### config.mk
export PLATFORM = sky130hd
export DESIGN_NAME = instr_fetch_unit
export DESIGN_NICKNAME = d
export VERILOG_FILES = /design/src/rtl/instr_fetch_unit.sv
export SDC_FILE = /design/constraint.sdc
export NUM_CORES = 1
export LEC_CHECK = 0
export ABC_CLOCK_PERIOD_IN_PS = 1850
export CAP_MARGIN = 20
export CORE_MARGIN = 2
export CORE_UTILIZATION = 35
export DETAILED_ROUTE_END_ITERATION = 12
export PLACE_DENSITY = 0.86
export SKIP_LAST_GASP = 1
export SLEW_MARGIN = 5
export SYNTH_ARGS = -nofsm -noshare
export SYNTH_HDL_FRONTEND = slang
export SYNTH_SLANG_ARGS = --single-unit
### constraint.sdc
create_clock -name clk -period 1.85 [get_ports clk]
set_clock_uncertainty 0.2 [all_clocks]
set_input_delay 0.185 -clock clk [delete_from_list [all_inputs] [get_ports clk]]
set_output_delay 0.185 -clock clk [all_outputs]
set_load 0.1 [all_outputs]
### src/rtl/instr_fetch_unit.sv
// Fetch stage: owns the PC, addresses the instruction ROM and
// fills the IF/ID register, with stall, redirect and end-of-program halt.
module instr_fetch_unit #(
    parameter logic [15:0] RESET_PC  = 16'h0000,
    parameter logic [15:0] PROG_LEN  = 16'h0004,
    parameter logic [31:0] NOP_INSTR = 32'hD503201F
) (
    input  logic        clk,
    input  logic        reset,
    input  logic        stall,
    input  logic        branch_taken,
    input  logic [15:0] branch_target,
    output logic [15:0] rom_addr,
    input  logic [31:0] rom_data,
    output logic [31:0] if_id_instr,
    output logic [15:0] if_id_pc,
    output logic        if_id_valid,
    output logic        halted
);

    typedef enum logic {
        RUN  = 1'b0,
        HALT = 1'b1
    } state_t;

    state_t      state_q, state_d;
    logic [15:0] pc_q, pc_d;
    logic [31:0] instr_q, instr_d;
    logic [15:0] ipc_q, ipc_d;
    logic        valid_q, valid_d;

    assign rom_addr    = pc_q;
    assign if_id_instr = instr_q;
    assign if_id_pc    = ipc_q;
    assign if_id_valid = valid_q;
    assign halted      = (state_q == HALT);

    // Next PC, next IF/ID contents and next state; redirect beats stall.
    always_comb begin
        state_d = state_q;
        pc_d    = pc_q;
        instr_d = instr_q;
        ipc_d   = ipc_q;
        valid_d = valid_q;
        if (branch_taken) begin
            state_d = RUN;
            pc_d    = branch_target;
            instr_d = NOP_INSTR;
            ipc_d   = 16'h0000;
            valid_d = 1'b0;
        end else begin
            unique case (state_q)
                RUN: begin
                    if (pc_q >= PROG_LEN) begin
                        // Last real word already went to decode,
                        // so the bubble goes in even under stall.
                        state_d = HALT;
                        instr_d = NOP_INSTR;
                        ipc_d   = 16'h0000;
                        valid_d = 1'b0;
                    end else if (!stall) begin
                        pc_d    = pc_q + 16'd1;
                        instr_d = rom_data;
                        ipc_d   = pc_q;
                        valid_d = 1'b1;
                    end
                end
                HALT: begin
                    state_d = HALT;
                end
                default: begin
                    state_d = RUN;
                end
            endcase
        end
    end

    // State, PC and IF/ID registers with synchronous reset.
    always_ff @(posedge clk) begin
        if (reset) begin
            state_q <= RUN;
            pc_q    <= RESET_PC;
            instr_q <= NOP_INSTR;
            ipc_q   <= 16'h0000;
            valid_q <= 1'b0;
        end else begin
            state_q <= state_d;
            pc_q    <= pc_d;
            instr_q <= instr_d;
            ipc_q   <= ipc_d;
            valid_q <= valid_d;
        end
    end

endmodule

==> summary.json <==
{
  "synth-warning-count": {"value": 0},
  "clockPowerShare": {"value": 38.8, "unit": "%"},
  "pwr_density_cell": {"value": 734.6, "unit": "nW/um^2"},
  "syn_area_per_cell": {"value": 11.91, "unit": "um^2"},
  "netlist-cell-type-count": {"value": 24},
  "status": {"value": "finished, violations left"},
  "tritoncts": {"value": "done"},
  "gp_congestion": {"value": 0.7221},
  "final.setup.worst_slack": {"value": -0.04948, "unit": "ns"},
  "class_of_the_worst_hold_path": {"value": "in2reg"},
  "startpoint_class_of_the_critical_path": {"value": "flip-flop"},
  "synth_fp_nets": {"value": 238},
  "clock-sinks": {"value": 66},
  "synth_sequential_area_ratio": {"value": 60.31, "unit": "%"},
  "combinationalPowerShare": {"value": 17.7, "unit": "%"},
  "clk_transition_reported_paths": {"value": 0.08, "unit": "ns"},
  "final_util": {"value": 76.96, "unit": "%"},
  "cell_internal_pwr": {"value": 0.002441, "unit": "W"},
  "finalWorstPathRequiredPeriod": {"value": 1.899, "unit": "ns"},
  "slew_headroom": {"value": 53.28, "unit": "%"},
  "max_freq": {"value": 526.5, "unit": "MHz"},
  "critPathMaxFanout": {"value": 13},
  "required": {"value": 1.87, "unit": "ns"},
  "vias": {"value": 1974},
  "grtUsageTotal": {"value": 19.56, "unit": "%"},
  "wl": {"value": 6622, "unit": "um"},
  "numCtsBuffers": {"value": 9},
  "io_buffers": {"value": 117},
  "finish.instance_area": {"value": 4611, "unit": "um^2"},
  "floorplan.io_pins": {"value": 118},
  "number_of_detailed_route_iterations_in_the_first_pass": {"value": 4},
  "core_area": {"value": 5991, "unit": "um^2"},
  "hold_buffers": {"value": 0},
  "cts_buffer_depth": {"value": 2},
  "drc": {"value": 0},
  "netSwitchingPower": {"value": 0.0009458, "unit": "W"},
  "share_of_synthesized_registers_carrying_an_async_set_or_reset": {"value": 0, "unit": "%"},
  "grt_first_pass_wirelength": {"value": 10760, "unit": "um"},
  "grt_overflow_total": {"value": 0},
  "count_of_final_setup_violators": {"value": 13},
  "grt_max_degree": {"value": 37},
  "synth_enable_flop_cells": {"value": 0},
  "nets": {"value": 383},
  "timing.critical_path.arrival": {"value": 1.92, "unit": "ns"},
  "initial_core_util": {"value": 36.57, "unit": "%"},
  "first_global_vias": {"value": 2107},
  "die-area": {"value": 6908, "unit": "um^2"},
  "min_period_over_period": {"value": 102.7, "unit": "%"},
  "die_h": {"value": 83.12, "unit": "um"},
  "vias_per_cell": {"value": 4.826},
  "max-cap-violations": {"value": 0},
  "critical_path.cell_chain": {"value": "nor4_4, nand4_1, or4_4, o22a_1"},
  "netSwitchingFraction": {"value": 27.92, "unit": "%"},
  "hold_violation_count_in_the_final_report": {"value": 0},
  "synth_top_flop_cell": {"value": "sky130_fd_sc_hd__dfxtp_1"},
  "violations": {"value": "setup timing"},
  "maxSlewViolCount": {"value": 0},
  "fp-row-count": {"value": 28},
  "syn-instance-count": {"value": 184},
  "critPathKind": {"value": "reg2reg"},
  "crit_slowest_cell": {"value": "sky130_fd_sc_hd__or4_4"},
  "x_dimension_of_the_die": {"value": 83.12, "unit": "um"},
  "vdd_ir_drop_max": {"value": 506.8, "unit": "uV"},
  "max_stage_delay": {"value": 0.55, "unit": "ns"},
  "antenna_found_initial": {"value": 0},
  "dpl_hpwl": {"value": 4999, "unit": "um"},
  "syn2layout_area_growth": {"value": 110.5, "unit": "%"},
  "layout_commonest_cell": {"value": "sky130_fd_sc_hd__buf_12"},
  "clk-insertion-delay-late": {"value": 0.33, "unit": "ns"},
  "placed_area": {"value": 4340, "unit": "um^2"},
  "synth.ff_latch_count": {"value": 66},
  "htree_levels": {"value": 3},
  "final_antenna_net_count": {"value": 0},
  "root_buffer": {"value": "sky130_fd_sc_hd__clkbuf_8"},
  "synth_area": {"value": 2191, "unit": "um^2"},
  "post-place-cells": {"value": 389},
  "drive_gt1_share": {"value": 41.02, "unit": "%"},
  "seq_power_share": {"value": 43.5, "unit": "%"},
  "worstMarginPinSlew": {"value": 0.6986, "unit": "ns"},
  "drt_iter0_markers": {"value": 36},
  "mostFrequentLayoutCells": {"value": "sky130_fd_sc_hd__buf_12, sky130_fd_sc_hd__clkdlybuf4s50_1, sky130_fd_sc_hd__dfxtp_1"},
  "route.detailed.wl_per_inst": {"value": 16.19, "unit": "um"},
  "sort_of_element_at_the_end_of_the_critical_path": {"value": "flip-flop"},
  "antenna_cells": {"value": 0},
  "p_leak": {"value": 1.899, "unit": "nW"},
  "grt_setup_unrepaired": {"value": "true"},
  "final_cells": {"value": 409}
}
## final timing paths
check / from / to / slack, ns / cells past startpoint
worst max-delay path: rom_addr[10] / if_id_instr[3] / -0.05 / 4
worst min-delay path: branch_target[2] / rom_addr[2] / 0.21 / 3
worst max register to register: rom_addr[10] / if_id_instr[3] / -0.05 / 4
worst min register to register: if_id_pc[14] / if_id_pc[14] / 0.31 / 1
## synth_stat cells (2+ instances only)
library cell	instances	area [um^2]
sky130_fd_sc_hd__a211oi_1	3	22.52
sky130_fd_sc_hd__a22o_1	21	183.9
sky130_fd_sc_hd__and2_1	15	93.84
sky130_fd_sc_hd__and4_1	2	17.52
sky130_fd_sc_hd__buf_2	7	35.03
sky130_fd_sc_hd__clkbuf_1	4	15.01
sky130_fd_sc_hd__dfxtp_1	66	1321
sky130_fd_sc_hd__ha_1	2	25.02
sky130_fd_sc_hd__inv_1	3	11.26
sky130_fd_sc_hd__mux2i_1	14	140.1
sky130_fd_sc_hd__nor2_1	20	75.07
sky130_fd_sc_hd__nor4_2	3	37.54
sky130_fd_sc_hd__o22a_1	13	113.9
## sequential cells by signal, indices dropped and copies added (netlist names)
signal,flops
halted,1
rom_addr,16
if_id_instr,32
if_id_valid,1
if_id_pc,16
## power by group through the flow
stage                     sequential, W  combinational (W)  clock, W
after detailed placement        0.00151           0.000598         0
final                           0.00147           0.000601   0.00131
after global routing            0.00148           0.000627   0.00141
after floorplan                 0.00170          0.0000970         0
after global placement          0.00150           0.000586         0
after CTS                       0.00147           0.000602   0.00134
## metal layers
metal	GRT usage [%]	vias to the layer above	wire (um)
met5	0	-	0
met4	6.706	0	66
met3	5.169	8	349
met2	36.66	68	3673
met1	21.03	947	2531
li1	-	951	-
## critical path, delay by kind of cell (launching register included)
kind	cells	cell delay (ns)
flops	1	0.36
compound gates	1	0.22
simple gates	3	1.01
## timing repair
item / 4_1_cts / 5_1_grt
setup buffers: 0 / 2
endpoints found under the setup margin: 32 / 35
pin swaps: 2 / 1
resized for setup: 3 / 5
cloned: 1 / 1
## cell type report
| type | instances | area (um^2) |
|---|---|---|
| repair buffers | 146 | 2077 |
| fillers | 359 | 1380 |
| flip-flops and latches | 66 | 1378 |
| multi-input cells | 103 | 832.0 |
| clock buffers | 10 | 148.9 |
| well taps | 75 | 93.84 |
| clock inverters | 6 | 70.07 |
| inverters | 3 | 11.26 |
## cell families after synthesis
| logic type | Yosys count | share of synthesized area (%) |
|---|---|---|
| AOI/OAI and AO/OA | 40 | 15.65 |
| xor gates and xnor gates | 1 | 0.3998 |
| adders and majority gates | 2 | 1.142 |
| buffers and inverters | 15 | 3.312 |
| DFF | 66 | 60.31 |
| muxes | 14 | 6.396 |
| and+or+nand+nor | 46 | 12.79 |
## through the flow
step | setup TNS [ns] | setup slack, ns | total power (W) | hold WS (ns)
6_report | -0.4021 | -0.04948 | 0.003387 | 0.2139
5_1_grt | -2.356 | -0.1323 | 0.003513 | 0.2172
4_1_cts | -0.7194 | -0.06838 | 0.003413 | 0.1989
3_5_place_dp | -10.53 | -0.5425 | 0.002103 | 0.3053
3_3_place_gp | -8.762 | -0.4181 | 0.002090 | 0.3004
2_1_floorplan | -2.514 | -0.2214 | 0.001800 | 0.1041
(Power assumes the default switching activity.)
